$ cat config.mk
export PLATFORM = sky130hd
export DESIGN_NAME = ftdi_fifo_if_flat
export DESIGN_NICKNAME = d
export VERILOG_FILES = /design/src/rtl/ftdi_pkg.sv /design/src/rtl/ftdi_if.sv /design/src/rtl/ftdi_sync2.sv /design/src/rtl/ftdi_fifo_if.sv /design/src/flat_wrapper.sv
export SDC_FILE = /design/constraint.sdc
export NUM_CORES = 1
export LEC_CHECK = 0
export CAP_MARGIN = 20
export CORE_AREA = 2 2 63 65
export CTS_CLUSTER_SIZE = 28
export DETAILED_ROUTE_END_ITERATION = 16
export DIE_AREA = 0 0 65 67
export PLACE_DENSITY = 0.86
export SLEW_MARGIN = 5
export SYNTH_ARGS = -nofsm -noshare
export SYNTH_HDL_FRONTEND = slang
export SYNTH_SLANG_ARGS = --single-unit
$ cat constraint.sdc
create_clock -name in_ext_osc -period 1.67 [get_ports in_ext_osc]
set_input_delay 0.167 -clock in_ext_osc [delete_from_list [all_inputs] [get_ports in_ext_osc]]
set_output_delay 0.167 -clock in_ext_osc [all_outputs]
set_load 0.005 [all_outputs]
$ cat src/rtl/ftdi_pkg.sv
// Shared types and default timing for the FT2232H asynchronous 245-FIFO bridge.
package ftdi_pkg;

    typedef enum logic [2:0] {
        IDLE,
        RD_LOW,
        WR_SETUP,
        WR_LOW,
        RECOVER
    } ftdi_state_t;

    // Default strobe timing in clock cycles at 66 MHz.
    localparam int RD_PULSE_CYC_DEF = 3;
    localparam int WR_PULSE_CYC_DEF = 3;
    localparam int SETUP_CYC_DEF    = 1;
    localparam int RECOVER_CYC_DEF  = 4;
    localparam int CNT_W_DEF        = 3;

endpackage

$ cat src/rtl/ftdi_if.sv
// Fabric-side byte streams of the FTDI bridge: one received stream, one transmit stream.
interface ftdi_if;

    logic [7:0] out_rx_data;
    logic       out_rx_valid;
    logic       in_rx_ready;
    logic [7:0] in_tx_data;
    logic       in_tx_valid;
    logic       out_tx_ready;

    // The bridge drives the rx stream and the tx ready flag.
    modport master (
        output out_rx_data,
        output out_rx_valid,
        input  in_rx_ready,
        input  in_tx_data,
        input  in_tx_valid,
        output out_tx_ready
    );

    modport slave (
        input  out_rx_data,
        input  out_rx_valid,
        output in_rx_ready,
        output in_tx_data,
        output in_tx_valid,
        input  out_tx_ready
    );

endinterface

$ cat src/rtl/ftdi_sync2.sv
// Two-flop synchroniser for the asynchronous FTDI status flags; resets to the inactive (high) level.
module ftdi_sync2 (
    input  logic clk,
    input  logic rst_n,
    input  logic d,
    output logic q
);

    logic meta;

    always_ff @(posedge clk or negedge rst_n) begin
        if (!rst_n) begin
            meta <= 1'b1;
            q    <= 1'b1;
        end else begin
            meta <= d;
            q    <= meta;
        end
    end

endmodule

$ cat src/rtl/ftdi_fifo_if.sv
// FT2232H asynchronous 245-FIFO bridge: generates RD#/WR# strobes and bus direction,
// and exposes one rx and one tx byte stream with 1-byte holding registers.
module ftdi_fifo_if
    import ftdi_pkg::*;
#(
    parameter int RD_PULSE_CYC = RD_PULSE_CYC_DEF,
    parameter int WR_PULSE_CYC = WR_PULSE_CYC_DEF,
    parameter int SETUP_CYC    = SETUP_CYC_DEF,
    parameter int RECOVER_CYC  = RECOVER_CYC_DEF,
    parameter int CNT_W        = CNT_W_DEF
) (
    input  logic       in_ext_osc,
    input  logic       in_reset_n,
    input  logic       in_ftdi_rxf_n,
    input  logic       in_ftdi_txe_n,
    input  logic [7:0] in_ftdi_data_i,
    output logic [7:0] out_ftdi_data_o,
    output logic       out_ftdi_data_oe,
    output logic       out_ftdi_rd_n,
    output logic       out_ftdi_wr_n,
    ftdi_if.master     fab
);

    localparam logic [CNT_W-1:0] RD_LAST    = CNT_W'(RD_PULSE_CYC - 1);
    localparam logic [CNT_W-1:0] WR_LAST    = CNT_W'(WR_PULSE_CYC - 1);
    localparam logic [CNT_W-1:0] SETUP_LAST = CNT_W'(SETUP_CYC - 1);
    localparam logic [CNT_W-1:0] REC_LAST   = CNT_W'(RECOVER_CYC - 1);

    logic rxf_s;
    logic txe_s;

    ftdi_sync2 u_sync_rxf (
        .clk   (in_ext_osc),
        .rst_n (in_reset_n),
        .d     (in_ftdi_rxf_n),
        .q     (rxf_s)
    );

    ftdi_sync2 u_sync_txe (
        .clk   (in_ext_osc),
        .rst_n (in_reset_n),
        .d     (in_ftdi_txe_n),
        .q     (txe_s)
    );

    ftdi_state_t      state, state_nxt;
    logic [CNT_W-1:0] cnt, cnt_nxt;
    logic             prio_wr, prio_wr_nxt;
    logic             rd_n, rd_n_nxt;
    logic             wr_n, wr_n_nxt;
    logic             oe, oe_nxt;
    logic [7:0]       data_o, data_o_nxt;
    logic             rx_valid, rx_valid_nxt;
    logic [7:0]       rx_data, rx_data_nxt;
    logic             tx_ready, tx_ready_nxt;
    logic [7:0]       tx_byte, tx_byte_nxt;

    logic rd_req;
    logic wr_req;
    logic grant_wr;

    always_ff @(posedge in_ext_osc or negedge in_reset_n) begin
        if (!in_reset_n) begin
            state    <= IDLE;
            cnt      <= '0;
            prio_wr  <= 1'b0;
            rd_n     <= 1'b1;
            wr_n     <= 1'b1;
            oe       <= 1'b0;
            data_o   <= 8'h00;
            rx_valid <= 1'b0;
            rx_data  <= 8'h00;
            tx_ready <= 1'b1;
            tx_byte  <= 8'h00;
        end else begin
            state    <= state_nxt;
            cnt      <= cnt_nxt;
            prio_wr  <= prio_wr_nxt;
            rd_n     <= rd_n_nxt;
            wr_n     <= wr_n_nxt;
            oe       <= oe_nxt;
            data_o   <= data_o_nxt;
            rx_valid <= rx_valid_nxt;
            rx_data  <= rx_data_nxt;
            tx_ready <= tx_ready_nxt;
            tx_byte  <= tx_byte_nxt;
        end
    end

    // Requests are only acted on in IDLE; prio_wr breaks ties and flips after every transfer.
    always_comb begin
        rd_req   = !rxf_s && !rx_valid;
        wr_req   = !txe_s && !tx_ready;
        grant_wr = wr_req && (!rd_req || prio_wr);

        state_nxt    = state;
        cnt_nxt      = cnt + 1'b1;
        prio_wr_nxt  = prio_wr;
        rd_n_nxt     = rd_n;
        wr_n_nxt     = wr_n;
        oe_nxt       = oe;
        data_o_nxt   = data_o;
        rx_valid_nxt = rx_valid && !fab.in_rx_ready;
        rx_data_nxt  = rx_data;
        tx_ready_nxt = tx_ready;
        tx_byte_nxt  = tx_byte;

        if (tx_ready && fab.in_tx_valid) begin
            tx_ready_nxt = 1'b0;
            tx_byte_nxt  = fab.in_tx_data;
        end

        unique case (state)
            IDLE: begin
                cnt_nxt = '0;
                if (grant_wr) begin
                    state_nxt  = WR_SETUP;
                    oe_nxt     = 1'b1;
                    data_o_nxt = tx_byte;
                end else if (rd_req) begin
                    state_nxt = RD_LOW;
                    rd_n_nxt  = 1'b0;
                end
            end
            RD_LOW: begin
                if (cnt == RD_LAST) begin
                    state_nxt    = RECOVER;
                    cnt_nxt      = '0;
                    rd_n_nxt     = 1'b1;
                    rx_data_nxt  = in_ftdi_data_i;
                    rx_valid_nxt = 1'b1;
                    prio_wr_nxt  = !prio_wr;
                end
            end
            WR_SETUP: begin
                if (cnt == SETUP_LAST) begin
                    state_nxt = WR_LOW;
                    cnt_nxt   = '0;
                    wr_n_nxt  = 1'b0;
                end
            end
            WR_LOW: begin
                if (cnt == WR_LAST) begin
                    state_nxt    = RECOVER;
                    cnt_nxt      = '0;
                    wr_n_nxt     = 1'b1;
                    tx_ready_nxt = 1'b1;
                    prio_wr_nxt  = !prio_wr;
                end
            end
            RECOVER: begin
                // Keep the bus driven for one cycle past WR# rising as data hold time.
                if (cnt == '0) begin
                    oe_nxt = 1'b0;
                end
                if (cnt == REC_LAST) begin
                    state_nxt = IDLE;
                    cnt_nxt   = '0;
                end
            end
            default: begin
                state_nxt = IDLE;
                cnt_nxt   = '0;
            end
        endcase
    end

    assign out_ftdi_rd_n    = rd_n;
    assign out_ftdi_wr_n    = wr_n;
    assign out_ftdi_data_oe = oe;
    assign out_ftdi_data_o  = data_o;
    assign fab.out_rx_valid = rx_valid;
    assign fab.out_rx_data  = rx_data;
    assign fab.out_tx_ready = tx_ready;

endmodule

$ cat src/flat_wrapper.sv
// flat-port wrapper written by rule: the top's interface ports become plain ports
module ftdi_fifo_if_flat import ftdi_pkg::*;
#(
    parameter int RD_PULSE_CYC = RD_PULSE_CYC_DEF,
    parameter int WR_PULSE_CYC = WR_PULSE_CYC_DEF,
    parameter int SETUP_CYC    = SETUP_CYC_DEF,
    parameter int RECOVER_CYC  = RECOVER_CYC_DEF,
    parameter int CNT_W        = CNT_W_DEF
)
  (in_ext_osc, in_reset_n, in_ftdi_rxf_n, in_ftdi_txe_n, in_ftdi_data_i, out_ftdi_data_o, out_ftdi_data_oe, out_ftdi_rd_n, out_ftdi_wr_n, fab_out_rx_data, fab_out_rx_valid, fab_in_rx_ready, fab_in_tx_data, fab_in_tx_valid, fab_out_tx_ready);
  ftdi_if fab_i ();
  input  logic in_ext_osc;
  input  logic in_reset_n;
  input  logic in_ftdi_rxf_n;
  input  logic in_ftdi_txe_n;
  input  logic [7:0] in_ftdi_data_i;
  output logic [7:0] out_ftdi_data_o;
  output logic out_ftdi_data_oe;
  output logic out_ftdi_rd_n;
  output logic out_ftdi_wr_n;
  output wire logic [$bits(fab_i.out_rx_data)-1:0] fab_out_rx_data;
  output wire logic [$bits(fab_i.out_rx_valid)-1:0] fab_out_rx_valid;
  input wire logic [$bits(fab_i.in_rx_ready)-1:0] fab_in_rx_ready;
  input wire logic [$bits(fab_i.in_tx_data)-1:0] fab_in_tx_data;
  input wire logic [$bits(fab_i.in_tx_valid)-1:0] fab_in_tx_valid;
  output wire logic [$bits(fab_i.out_tx_ready)-1:0] fab_out_tx_ready;
  assign fab_out_rx_data = fab_i.out_rx_data;
  assign fab_out_rx_valid = fab_i.out_rx_valid;
  assign fab_i.in_rx_ready = fab_in_rx_ready;
  assign fab_i.in_tx_data = fab_in_tx_data;
  assign fab_i.in_tx_valid = fab_in_tx_valid;
  assign fab_out_tx_ready = fab_i.out_tx_ready;
  ftdi_fifo_if #(.RD_PULSE_CYC(RD_PULSE_CYC), .WR_PULSE_CYC(WR_PULSE_CYC), .SETUP_CYC(SETUP_CYC), .RECOVER_CYC(RECOVER_CYC), .CNT_W(CNT_W)) u_core (.in_ext_osc(in_ext_osc), .in_reset_n(in_reset_n), .in_ftdi_rxf_n(in_ftdi_rxf_n), .in_ftdi_txe_n(in_ftdi_txe_n), .in_ftdi_data_i(in_ftdi_data_i), .out_ftdi_data_o(out_ftdi_data_o), .out_ftdi_data_oe(out_ftdi_data_oe), .out_ftdi_rd_n(out_ftdi_rd_n), .out_ftdi_wr_n(out_ftdi_wr_n), .fab(fab_i));
endmodule
==> out/metrics.cfg <==
[global_route]
grt_max_degree=41
top_usage_layer=met2
use_met3=0.0473
global_route.usage.met1=0.209
grt_pass1_wl_um=5440
antenna_found_initial=0
grt.overflow.total=0
grt_pass1_vias=1117
grtUsageMet2=0.278
grt_use_total=0.170

[synth]
synth_area_leaders=dfrtp_1 (49%), dfstp_2 (11%), mux2_2 (11%)
yosysTopAreaCellShare=0.489
synth_nets=143
synth_top_cell_by_area=dfrtp_1
ys_warn_count=0
synth_edf_count=0
synth_common_cells=dfrtp_1 (33), mux2_2 (16), inv_1 (9)
synth-seq-cells=40
syn_avg_cell_area_um2=14.6
syn_inst=116
synth-seq-area-share=0.598
async_flop_share=1.00
synthesis.area_mm2=0.00169
yosysMostFrequentCell=dfrtp_1
synthDistinctLibCells=33
ys.flop_type=dfrtp_1

[run]
drv_cap=0

[critical_path]
cpMaxStageDelayCell=dfrtp_1
critPathBufInv=1
end_kind=register
path_cells=inv_1, ha_1, nand4bb_4, nor2_8, mux2_2
worstRegToRegCells=5
startpoint=u_core.cnt[0]
slowest_delay_ps=400
arrival_ps=1760
critPathLaunchType=register
r2r_slack_ps=80
rr_startpoint=u_core.cnt[0]
path_delay_family=flip-flops
path_class=reg2reg
r2r-end=u_core.fab.out_rx_data[1]
path_max_fanout=8
required_ps=1840

[routing]
drt_pre_antenna_iters=4
totalWireLength_um=3270
drtAntennaViolNets=0
via_per_inst=5.08
drc_errors=0
vias=1103
first_iter_violations=90
routedWlPerCell_um=15.1

[cells_and_area]
diodes=0
fillers=271
drive_above_1_share=0.302
layout.nets=195
ff_latch_area_mm2=0.00101
multi_input_area_um2=644
areaGrowthSynthToFinish_pct=39.2

[floorplan]
die_w_um=65
initial_core_util=0.468
ios=43
core-area_mm2=0.00361
rows=22
die_h_um=67
die-area_mm2=0.00436

[clocking]
cts_sinks=40
root_buffer=clkbuf_8
postCtsSetupRepairBufs=0
cts_tree=built
clockBufferDepth=2
clock_latency_ps=290
htreeDepth=2
cts-buffers-inserted=5
clkSlewWorstSetupHoldPaths_ps=70

[hold_path]
holdPathEnd=u_core.u_sync_rxf.meta
hold_depth=1
min_path_type=in2reg
hp-start=in_ftdi_rxf_n

[sta]
max_freq_mhz=629
max_slew.worst_pin.slew_ps=485
final.setup_skew_ps=7.23
post-route-min-period_ps=1590
setup_tns_ps=0
fin_crit_sh=0.952
rsz0062_at_grt=no
setup_viol=0
slew_headroom=0.677
finalWorstSetupSlack_ps=80.9
finalMaxSlewViolations=0
final_hold_viol_count=0

[placed_design]
dp_hpwl_um=2390
place.gp.congestion=0.817
place_ws_ps=13.1
port_buffers=42

[power_and_ir_drop]
peakVddDrop_mv=0.800
leakage_uw=0.00102
cellPowerDensity_mw_per_mm2=1790
finalPower_uw=4200

[outcome]
outcome=completed

==> state kept, by name (all words and copies together) (netlist names) <==
name,cells
u_core.fab.out_rx_data,8
u_core.u_sync_txe.meta,1
u_core.fab.out_rx_valid,1
u_core.out_ftdi_data_oe,1
u_core.u_sync_rxf.meta,1
u_core.cnt,3
u_core.tx_byte,8
u_core.u_sync_rxf.q,1
u_core.u_sync_txe.q,1
u_core.out_ftdi_rd_n,1
u_core.prio_wr,1
u_core.out_ftdi_wr_n,1
u_core.out_ftdi_data_o,8
u_core.state,3
u_core.fab.out_tx_ready,1
==> final cells by class <==
type                       instances  area share
multi-input combinational         63       0.274
sequential                        40       0.429
clock buffer                       6      0.0309
tap                               48      0.0255
inverter                           9      0.0144
clock inverter                     2      0.0255
timing repair buffer              49       0.200
==> worst max-delay path by stage <==
| stage | to | slack [ps] | cells past startpoint |
|---|---|---|---|
| final | u_core.fab.out_rx_data[1] | 80 | 5 |
| after CTS | u_core.fab.out_rx_data[2] | 10 | 5 |
| after floorplan | u_core.fab.out_rx_data[0] | 170 | 6 |
| after global placement | u_core.fab.out_rx_data[4] | 130 | 5 |
| after global routing | u_core.fab.out_rx_data[1] | 20 | 5 |
| after detailed placement | u_core.fab.out_rx_data[7] | 10 | 5 |
==> per-layer routing <==
layer,share of wire,wire length (um)
met2,0.50,1650
met1,0.43,1410
met5,0,0
met3,0.049,159
met4,0.015,50
==> stage by stage <==
stage,util,cell area [um2],hold WS (ps),cells
6_report,0.652,2350,271,217
3_5_place_dp,0.605,2180,246,208
5_1_grt,0.652,2350,257,217
3_3_place_gp,0.605,2180,237,208
2_1_floorplan,-,1690,-129,116
4_1_cts,0.645,2320,266,217
==> cell families (layout without fill, tap and decap cells) <==
group / after synthesis / after routing / synth area share
AOI/OAI and AO/OA: 16 / 16 / 0.0696
and+or+nand+nor: 16 / 16 / 0.0681
xor gates and xnor gates: 1 / 1 / 0.00519
buffers and inverters: 13 / 66 / 0.0407
DFF: 40 / 40 / 0.598
muxes: 25 / 25 / 0.181
adders and majority gates: 5 / 5 / 0.0370
==> repair_timing <==
action	in CTS	in global routing
setup endpoints to repair	0	10
endpoints found under the hold margin	33	0
hold buffers	1	0
resized for setup	0	3
==> power by group <==
part / total [uW] / leakage [uW] / switching, uW / internal (uW)
clock: 915 / 0.0000654 / 318 / 597
sequential: 1700 / 0.000481 / 309 / 1390
combinational: 1590 / 0.000476 / 573 / 1020
==> cells in the final DEF, fill, tap and decap left out, types with 3 or more instances in the layout <==
cell and n:
nor2_1 4, buf_4 6, dfrtp_1 33, nand2_1 3, mux2_4 7, clkbuf_8 5, clkdlybuf4s50_1 41, mux2_2 16
o21ai_0 4, dfstp_2 7, inv_1 9, ha_1 5, nand2b_1 3
==> worst reg2reg max path, stage by stage, from the launching register on <==
cell	delay [ps]
dfrtp_1	400
inv_1	100
ha_1	240
nand4bb_4	170
nor2_8	210
mux2_2	360
No activity file was read; power rests on OpenSTA's default activity.
